## src/rtl/dht11_pkg.sv

```systemverilog
// Shared DHT11 definitions: responder FSM states, protocol phase durations in
// microseconds, and the payload checksum.
package dht11_pkg;

    typedef enum logic [3:0] {
        IDLE,
        HOST_LOW,
        WAIT_REL,
        DELAY,
        ACK_LOW,
        ACK_HIGH,
        BIT_LOW,
        BIT_HIGH,
        END_LOW
    } state_t;

    localparam int unsigned T_DELAY_US     = 30;
    localparam int unsigned T_ACK_LOW_US   = 80;
    localparam int unsigned T_ACK_HIGH_US  = 80;
    localparam int unsigned T_BIT_LOW_US   = 50;
    localparam int unsigned T_BIT0_HIGH_US = 26;
    localparam int unsigned T_BIT1_HIGH_US = 70;
    localparam int unsigned T_END_LOW_US   = 50;

    function automatic logic [7:0] dht_checksum(input logic [7:0] hi, input logic [7:0] hd,
                                                input logic [7:0] ti, input logic [7:0] td);
        return hi + hd + ti + td;
    endfunction

endpackage

```

## src/rtl/tick_gen_1us.sv

```systemverilog
// Single-cycle tick once per microsecond; CLK_FREQ must be a multiple of 1 MHz.
module tick_gen_1us #(
    parameter int unsigned CLK_FREQ = 100_000_000
) (
    input  logic clk,
    input  logic rst,
    output logic tick
);

    localparam int unsigned DIV = CLK_FREQ / 1_000_000;
    localparam int unsigned W   = (DIV > 1) ? $clog2(DIV) : 1;

    logic [W-1:0] cnt;

    always_ff @(posedge clk or posedge rst) begin
        if (rst) begin
            cnt  <= '0;
            tick <= 1'b0;
        end else if (cnt == W'(DIV - 1)) begin
            cnt  <= '0;
            tick <= 1'b1;
        end else begin
            cnt  <= cnt + 1'b1;
            tick <= 1'b0;
        end
    end

endmodule

```

## src/rtl/dht11_responder.sv

```systemverilog
// DHT11 sensor-side responder: detects the host start pulse and transmits a
// 40-bit frame. Optional DHT11_RESP_ERR_INJ_EN adds err_inj to invert the checksum.
module dht11_responder
    import dht11_pkg::*;
#(
    parameter int unsigned CLK_FREQ     = 100_000_000,
    parameter int unsigned START_MIN_US = 18000
) (
    input  logic       clk,
    input  logic       rst,
    input  logic       dht_in,
    output logic       dht_drive_low,
    input  logic [7:0] humid_int,
    input  logic [7:0] humid_dec,
    input  logic [7:0] temp_int,
    input  logic [7:0] temp_dec,
`ifdef DHT11_RESP_ERR_INJ_EN
    input  logic       err_inj,
`endif
    output logic       busy,
    output logic       frame_done
);

    state_t      state;
    logic        tick;
    logic [1:0]  sync;
    logic        line;
    logic        line_d;
    logic [15:0] cnt;
    logic [15:0] dur;
    logic [5:0]  bit_idx;
    logic [39:0] frame;
    logic [7:0]  csum;
    logic        phase_end;

    tick_gen_1us #(.CLK_FREQ(CLK_FREQ)) u_tick (
        .clk  (clk),
        .rst  (rst),
        .tick (tick)
    );

    always_ff @(posedge clk or posedge rst) begin
        if (rst) sync <= '1;
        else     sync <= {sync[0], dht_in};
    end
    assign line = sync[1];

`ifdef DHT11_RESP_ERR_INJ_EN
    assign csum = dht_checksum(humid_int, humid_dec, temp_int, temp_dec) ^ {8{err_inj}};
`else
    assign csum = dht_checksum(humid_int, humid_dec, temp_int, temp_dec);
`endif

    always_comb begin
        dur = 16'(START_MIN_US);
        unique case (state)
            DELAY:    dur = 16'(T_DELAY_US);
            ACK_LOW:  dur = 16'(T_ACK_LOW_US);
            ACK_HIGH: dur = 16'(T_ACK_HIGH_US);
            BIT_LOW:  dur = 16'(T_BIT_LOW_US);
            BIT_HIGH: dur = frame[39] ? 16'(T_BIT1_HIGH_US) : 16'(T_BIT0_HIGH_US);
            END_LOW:  dur = 16'(T_END_LOW_US);
            default:  dur = 16'(START_MIN_US);
        endcase
    end

    // Phases close on the tick that completes their duration, so a phase entered on a tick is exact.
    assign phase_end = tick && (cnt == dur - 16'd1);

    always_ff @(posedge clk or posedge rst) begin
        if (rst) begin
            state         <= IDLE;
            line_d        <= 1'b1;
            cnt           <= '0;
            bit_idx       <= '0;
            frame         <= '0;
            dht_drive_low <= 1'b0;
            busy          <= 1'b0;
            frame_done    <= 1'b0;
        end else begin
            line_d     <= line;
            frame_done <= 1'b0;
            if (tick && state != IDLE && state != WAIT_REL)
                cnt <= phase_end ? '0 : cnt + 16'd1;
            unique case (state)
                IDLE: begin
                    cnt <= '0;
                    if (line_d && !line) state <= HOST_LOW;
                end
                HOST_LOW: begin
                    if (line)           state <= IDLE;
                    else if (phase_end) state <= WAIT_REL;
                end
                WAIT_REL: begin
                    cnt <= '0;
                    if (line) begin
                        state <= DELAY;
                        frame <= {humid_int, humid_dec, temp_int, temp_dec, csum};
                        busy  <= 1'b1;
                    end
                end
                DELAY: if (phase_end) begin
                    state         <= ACK_LOW;
                    dht_drive_low <= 1'b1;
                end
                ACK_LOW: if (phase_end) begin
                    state         <= ACK_HIGH;
                    dht_drive_low <= 1'b0;
                end
                ACK_HIGH: if (phase_end) begin
                    state         <= BIT_LOW;
                    bit_idx       <= '0;
                    dht_drive_low <= 1'b1;
                end
                BIT_LOW: if (phase_end) begin
                    state         <= BIT_HIGH;
                    dht_drive_low <= 1'b0;
                end
                BIT_HIGH: if (phase_end) begin
                    frame         <= frame << 1;
                    dht_drive_low <= 1'b1;
                    if (bit_idx == 6'd39) begin
                        state <= END_LOW;
                    end else begin
                        state   <= BIT_LOW;
                        bit_idx <= bit_idx + 6'd1;
                    end
                end
                END_LOW: if (phase_end) begin
                    state         <= IDLE;
                    dht_drive_low <= 1'b0;
                    busy          <= 1'b0;
                    frame_done    <= 1'b1;
                end
                default: state <= IDLE;
            endcase
        end
    end

endmodule

```

## config.mk

```make
export PLATFORM = sky130hd
export DESIGN_NAME = dht11_responder
export DESIGN_NICKNAME = d
export VERILOG_FILES = /design/src/rtl/dht11_pkg.sv /design/src/rtl/tick_gen_1us.sv /design/src/rtl/dht11_responder.sv
export SDC_FILE = /design/constraint.sdc
export NUM_CORES = 1
export LEC_CHECK = 0
export BUFFER_PORTS_ARGS = -buffer_cell sky130_fd_sc_hd__buf_4
export CAP_MARGIN = 10
export CORE_UTILIZATION = 60
export CTS_BUF_LIST = sky130_fd_sc_hd__clkbuf_16
export DETAILED_ROUTE_END_ITERATION = 10
export PLACE_DENSITY = 0.83
export SYNTH_ARGS = -nofsm -noshare
export SYNTH_HDL_FRONTEND = slang
export SYNTH_HIERARCHICAL = 1
export SYNTH_SLANG_ARGS = --single-unit
```

## constraint.sdc

```tcl
create_clock -name clk -period 3.9 [get_ports clk]
set_input_delay 0.195 -clock clk [delete_from_list [all_inputs] [get_ports clk]]
set_output_delay 0.195 -clock clk [all_outputs]
set_load 0.05 [all_outputs]
```

==> results of run 1 <==
## layout by cell type, fill, tap and decap left out, drive strengths merged, types with 12 or more instances in the layout
master / instances
a21oi: 27
a31oi: 38
buf: 46
dfrtp: 77
fa: 14
ha: 12
inv: 17
nand2: 98
nand3: 24
nor2: 49
o21ai: 31
xnor2: 12
## worst min-delay path: cells and delay by family
family,cells,cell delay (ns)
compound gates,1,0.07
buf+inv,1,0.12
simple gates,1,0.05
## cells by family (layout without fill, tap and decap cells)
kind of cell / Yosys count / count (layout) / synth area share, %
multiplexers: 9 / 9 / 1.93
other: 1 / 1 / 0.0762
adder cells (fa/ha/maj): 26 / 26 / 8.75
XOR/XNOR: 15 / 15 / 2.67
flip-flops: 80 / 80 / 40.8
buffers and inverters: 47 / 78 / 4.12
AND/OR/NAND/NOR: 245 / 245 / 24.6
AO/OA/AOI/OAI: 133 / 133 / 17.1
## cell usage after synthesis (5+ instances only)
cell type	number
nand2_1	98
and3_1	7
fa_1	14
ha_1	12
nand2b_1	5
inv_1	14
nor2_1	49
a21oi_1	25
dfrtp_1	77
o211ai_1	5
o21ai_1	8
clkbuf_1	24
nor2b_1	10
nand3_1	22
buf_2	6
nand4_1	7
xnor2_1	12
a21o_1	6
nor4_1	5
or3_1	10
o21ai_0	23
mux2i_1	5
a31oi_1	38
## final cells by class
| class | count | share of cell area (%) |
|---|---|---|
| clock buffer | 9 | 4.02 |
| clock inverter | 7 | 1.56 |
| inverter | 14 | 0.938 |
| multi-input combinational | 429 | 48.6 |
| sequential | 80 | 35.8 |
| tap | 102 | 2.28 |
| timing repair buffer | 48 | 6.75 |
## sequential cells by signal, indices dropped and copies added, names as in the netlist
name,cells
bit_idx,6
u_tick/cnt,7
u_tick/tick,1
dht_drive_low,1
frame_done,1
cnt,16
frame,40
sync,2
busy,1
line_d,1
state,4
## power by group
group / internal, mW / leakage [nW] / switching, mW
registers: 1.04 / 0.933 / 0.161
logic: 0.410 / 1.28 / 0.504
clock network: 0.556 / 0.156 / 0.345
total: 2.00 / 2.37 / 1.01
## layer usage
layer | share of wire (%) | vias to the layer above | global-route usage [%]
met2 | 48 | 128 | 45.1
met4 | 2.2 | 0 | 12.5
met3 | 4.8 | 20 | 3.37
met1 | 45 | 2008 | 39.2
li1 | - | 2025 | -
met5 | 0 | - | 0
## worst min-delay path by stage
stage	slack [ns]	from	to
floorplan	0.01	rst	u_tick/cnt[0]
global placement	0.17	rst	u_tick/cnt[2]
detailed placement	0.18	rst	u_tick/cnt[2]
CTS	0.12	temp_dec[7]	frame[15]
global route	0.14	temp_int[7]	frame[23]
finish	0.13	temp_int[7]	frame[23]
## through the flow
| stage | worst slack, ns | hold slack, ns |
|---|---|---|
| floorplan | 0.514 | 0.0107 |
| global placement | 0.609 | 0.167 |
| CTS | 0.433 | 0.121 |
| finish | 0.383 | 0.127 |
| detailed placement | 0.459 | 0.180 |
| global route | 0.133 | 0.139 |
## repair_timing
| item | CTS | global route |
|---|---|---|
| hold buffers | 2 | 0 |
| setup endpoints to repair | 0 | 0 |
| endpoints found under the hold margin | 9 | 0 |
==> flow_metrics.py, run 1 <==
metrics = {
    "cts": {
        "clockBufferDepth": 2,
        "cts_tree": "built",
        "cts_setup_buffers": 0,
        "htreeDepth": 3,
        "numCtsBuffers": 9,
        "clock_latency_ns": 0.34,
        "cts.sinks": 80,
        "clkTransAtPathRegs_ns": 0.06,
        "clockRootBuffer": "clkbuf_16",
        "cts_resized": 0,
    },
    "setup_path": {
        "crit_chain": "nor2_1, or3_1, nand2_1, ha_1, xnor2_1, nand4_1, nor4_2, and3_1, a21o_1, o21ai_0, a21o_1",
        "cp-start-kind": "register",
        "rr_startpoint": "state[2]",
        "cp.buffers_inverters": 0,
        "cp.required_ns": 4.13,
        "worst_ep_arrival_time_ns": 3.75,
        "end_kind": "register",
        "critPathTopFamily": "simple AND/OR/NAND/NOR gates",
        "crit_path_start": "state[2]",
        "cp.depth": 11,
        "critPathMostFrequentCell": "a21o_1",
        "cp_slowest_cell": "dfrtp_1",
        "worstSetupEndpoint": "cnt[13]",
        "r2r-end": "cnt[13]",
        "crit_fanout": 21,
        "rrSetupSlack_ns": 0.38,
        "worstSetupPathType": "reg2reg",
        "reg2regPathDepth": 11,
        "critPathMaxStageDelay_ns": 0.69,
    },
    "run_status": {
        "status": "finished, final reports clean",
    },
    "finish": {
        "nNetsFinal": 643,
        "fillers": 597,
        "drive_above_1_share_pct": 13.6,
        "ff_latch_area_mm2": 0.00201,
        "fin_cells": 689,
        "antenna_cells": 0,
        "final_cell_area_mm2": 0.00560,
        "syn_to_final_growth_pct": 13.8,
        "multi_input_area_mm2": 0.00272,
        "fin_util_pct": 71.4,
    },
    "worst_hold_path": {
        "holdPathStages": 3,
        "min_path_type": "in2reg",
    },
    "placement": {
        "portBuffers": 37,
        "routabilityCongestion": 0.899,
        "post_dp_cell_area_mm2": 0.00527,
        "dpl.hpwl_mm": 7.89,
        "numPlacedInstances": 671,
    },
    "timing": {
        "fin_crit_sh_pct": 90.2,
        "fin_skew_ns": 0.00529,
        "min_period_ns": 3.52,
        "fmax_mhz": 284,
        "drv_slew": 0,
        "worst-slew-pin-transition_ns": 1.02,
        "rsz0062_at_grt": "no",
        "relSlewSlack_pct": 32.2,
        "hold_viol": 0,
        "setup_viol": 0,
        "fin_tns_setup_ns": 0,
    },
    "synthesis": {
        "synth-edff-count": 0,
        "synth_seq_area_share_pct": 40.8,
        "syn_nets": 617,
        "synth_area_mm2": 0.00492,
        "synth_top_cell_area_share_pct": 39.2,
        "synth_ff_type": "dfrtp_1",
        "yosys.area.top_type": "dfrtp_1",
        "ys_async_sr_fraction_pct": 100,
        "ys_top_cells_by_area": "dfrtp_1 39%, nand2_1 7.5%, fa_1 5.7%",
        "yosysWarningCount": 6,
        "yosysUniqueCellTypes": 65,
        "syn_inst": 556,
        "avgSynthCellArea_um2": 8.85,
        "ys_ff_latch": 80,
    },
    "power": {
        "peakVddDrop_mv": 0.324,
        "p_per_area_mw_per_mm2": 538,
        "total_power_mw": 3.01,
        "p_leak_nw": 2.37,
    },
    "detailed_routing": {
        "drt_iter0_drc": 210,
        "drc": 0,
        "drt-total-wl_mm": 11.3,
        "drt-vias-per-instance": 6.07,
        "routedWlPerCell_um": 16.4,
        "drt-pass1-iter-count": 4,
        "vias": 4181,
        "drtAntennaViolNets": 0,
    },
    "floorplanning": {
        "start_util_pct": 62.7,
        "num_rows": 32,
        "fp.dieH_um": 92.6,
        "io_pins": 38,
        "core_mm2": 0.00785,
        "die_w_um": 92.6,
        "dieArea_mm2": 0.00857,
    },
    "grt": {
        "grt_overflow": 0,
        "grt_use_total_pct": 28.4,
        "antenna_found_initial": 0,
        "grt_pass1_vias": 3995,
        "grt_max_degree": 55,
        "grt_pass1_wl_mm": 18.8,
    },
    "run": {
        "drv_cap": 0,
    },
}
No activity file was read; power rests on OpenSTA's default activity.
==> run 2, diff against run 1 <==
Settings changed: CORE_ASPECT_RATIO from default to 0.8.
==> run 2 against run 1 <==
Clock skew rose by 0.0043 ns. Global-route usage is 1.4 points higher. Wire length rose by 3.6%. Non-clock buffer count unchanged. Largest cell class unchanged.
==> flow_metrics.py, run 2 (synthesis results as in run 1) <==
metrics = {
    "setup_path": {
        "cp.required_ns": 4.18,
        "end_kind": "register",
        "cp-start-kind": "register",
        "critPathMaxStageDelay_ns": 0.68,
        "crit_fanout": 19,
        "worstSetupPathType": "reg2reg",
        "crit_chain": "or4b_4, nand2_1, ha_1, xnor2_1, nand4_1, nor4_2, and3_1, nand3_4, or4b_1, nand3_1",
        "cp.buffers_inverters": 0,
        "critPathTopFamily": "simple AND/OR/NAND/NOR gates",
        "cp_slowest_cell": "or4b_4",
        "worst_ep_arrival_time_ns": 3.69,
    },
    "cts": {
        "cts_tree": "built",
        "cts_setup_buffers": 0,
        "htreeDepth": 3,
        "cts.sinks": 80,
        "clockRootBuffer": "clkbuf_16",
        "cts_hold_buf": 2,
        "clock_latency_ns": 0.35,
        "clkTransAtPathRegs_ns": 0.07,
        "cts_resized": 0,
        "clockBufferDepth": 2,
        "numCtsBuffers": 9,
    },
    "placement": {
        "portBuffers": 37,
        "routabilityCongestion": 0.843,
        "dpl.hpwl_mm": 8.30,
    },
    "floorplanning": {
        "core_mm2": 0.00795,
        "io_pins": 38,
        "fp.dieH_um": 83,
        "dieArea_mm2": 0.00857,
        "num_rows": 29,
        "die_w_um": 103,
        "start_util_pct": 61.9,
    },
    "detailed_routing": {
        "drtAntennaViolNets": 0,
        "drt-total-wl_mm": 11.7,
        "vias": 4334,
        "drc": 0,
        "drt-vias-per-instance": 6.24,
        "routedWlPerCell_um": 16.8,
        "drt_iter0_drc": 324,
        "drt-pass1-iter-count": 5,
    },
    "timing": {
        "fin_crit_sh_pct": 87.3,
        "fin_skew_ns": 0.00958,
        "drv_slew": 0,
        "worst-slew-pin-transition_ns": 1.04,
        "hold_viol": 0,
        "setup_viol": 0,
        "fmax_mhz": 294,
        "relSlewSlack_pct": 30.4,
        "min_period_ns": 3.40,
        "fin_tns_setup_ns": 0,
        "rsz0062_at_grt": "no",
    },
    "grt": {
        "grt_max_degree": 55,
        "grt_pass1_wl_mm": 19.7,
        "grt_overflow": 0,
        "grt_pass1_vias": 4142,
        "antenna_found_initial": 0,
        "grt_use_total_pct": 29.8,
    },
    "power": {
        "internal_power_mw": 1.96,
        "power_frac_clock_pct": 29.0,
        "total_power_mw": 3.01,
        "swShare_pct": 35.0,
        "seq_power_share_pct": 39.9,
        "p_leak_nw": 2.36,
        "p_per_area_mw_per_mm2": 537,
        "pwr-share-comb_pct": 31.1,
        "peakVddDrop_mv": 0.342,
        "switching_power_mw": 1.05,
    },
    "finish": {
        "top_register": "frame",
        "drive_above_1_share_pct": 14.1,
        "syn_to_final_growth_pct": 13.8,
        "largest_reg_flops": 40,
        "antenna_cells": 0,
        "layout_commonest_cell": "nand2_1",
        "nNetsFinal": 643,
        "top_regs": "frame: 40 flops, cnt: 16 flops, u_tick/cnt: 7 flops",
        "fillers": 562,
        "final_cell_mix": "98 x nand2_1, 77 x dfrtp_1, 49 x nor2_1, 45 x buf_4, 38 x a31oi_1",
    },
    "worst_hold_path": {
        "min_path_type": "in2reg",
    },
    "run_status": {
        "status": "finished, final reports clean",
    },
    "run": {
        "drv_cap": 0,
    },
}
-- run 2: changes by cell type in the layout (fill, tap and decap cells not counted), sizes merged --
cell / previous run / this run
inv: 17 / 16
clkinvlp: 1 / 2
clkinv: 1 / 2
bufinv: 2 / 1
-- run 2: through the flow --
step,area (um2),hold slack (ns),worst slack [ns],std cells,util (%)
after floorplan,4920,0.0107,0.514,556,-
after global placement,5280,0.170,0.685,677,66.4
after detailed placement,5280,0.176,0.566,677,66.4
after CTS,5600,0.120,0.546,695,70.5
after global routing,5600,0.140,0.242,695,70.5
final,5600,0.127,0.497,695,70.5
-- run 2: worst min-delay path, cell delays in order --
cell and delay, ns:
buf_4 0.12, nand2_1 0.05, a31oi_1 0.07
-- run 2: power by group through the flow --
stage | logic, mW | clock network, mW | registers, mW
2_1_floorplan | 0.745 | 0 | 1.13
3_3_place_gp | 0.881 | 0 | 1.20
3_5_place_dp | 0.925 | 0 | 1.20
4_1_cts | 0.930 | 0.884 | 1.19
5_1_grt | 1.05 | 0.912 | 1.22
6_report | 0.935 | 0.873 | 1.20
-- run 2: routing by layer --
metal | up-vias | global-route usage (%) | wire length, um | share of wire (%)
li1 | 2017 | - | - | -
met1 | 2108 | 42.1 | 5180 | 44
met3 | 25 | 6.14 | 787 | 6.7
met5 | - | 0 | 0 | 0
met2 | 184 | 44.9 | 5470 | 47
met4 | 0 | 11.9 | 235 | 2.0
-- run 2: cell type report --
class	count	area (um2)	area share, %
multi-input cells	429	2720	48.6
flip-flops and latches	80	2010	35.8
repair buffers	48	378	6.75
clock buffers	9	225	4.02
well taps	108	135	2.41
clock inverters	7	80.1	1.43
inverters	14	52.6	0.938
-- run 2: worst paths after layout --
| kind | start | to | slack (ns) | depth (start not counted) |
|---|---|---|---|---|
| max | state[0] | bit_idx[0] | 0.50 | 10 |
| min | humid_int[5] | frame[37] | 0.13 | 3 |
| max reg2reg | state[0] | bit_idx[0] | 0.50 | 10 |
| min reg2reg | sync[0] | sync[1] | 0.36 | 0 |
| max in group asynchronous | rst | line_d | 2.25 | 4 |
| min in group asynchronous | rst | u_tick/cnt[6] | 0.38 | 3 |
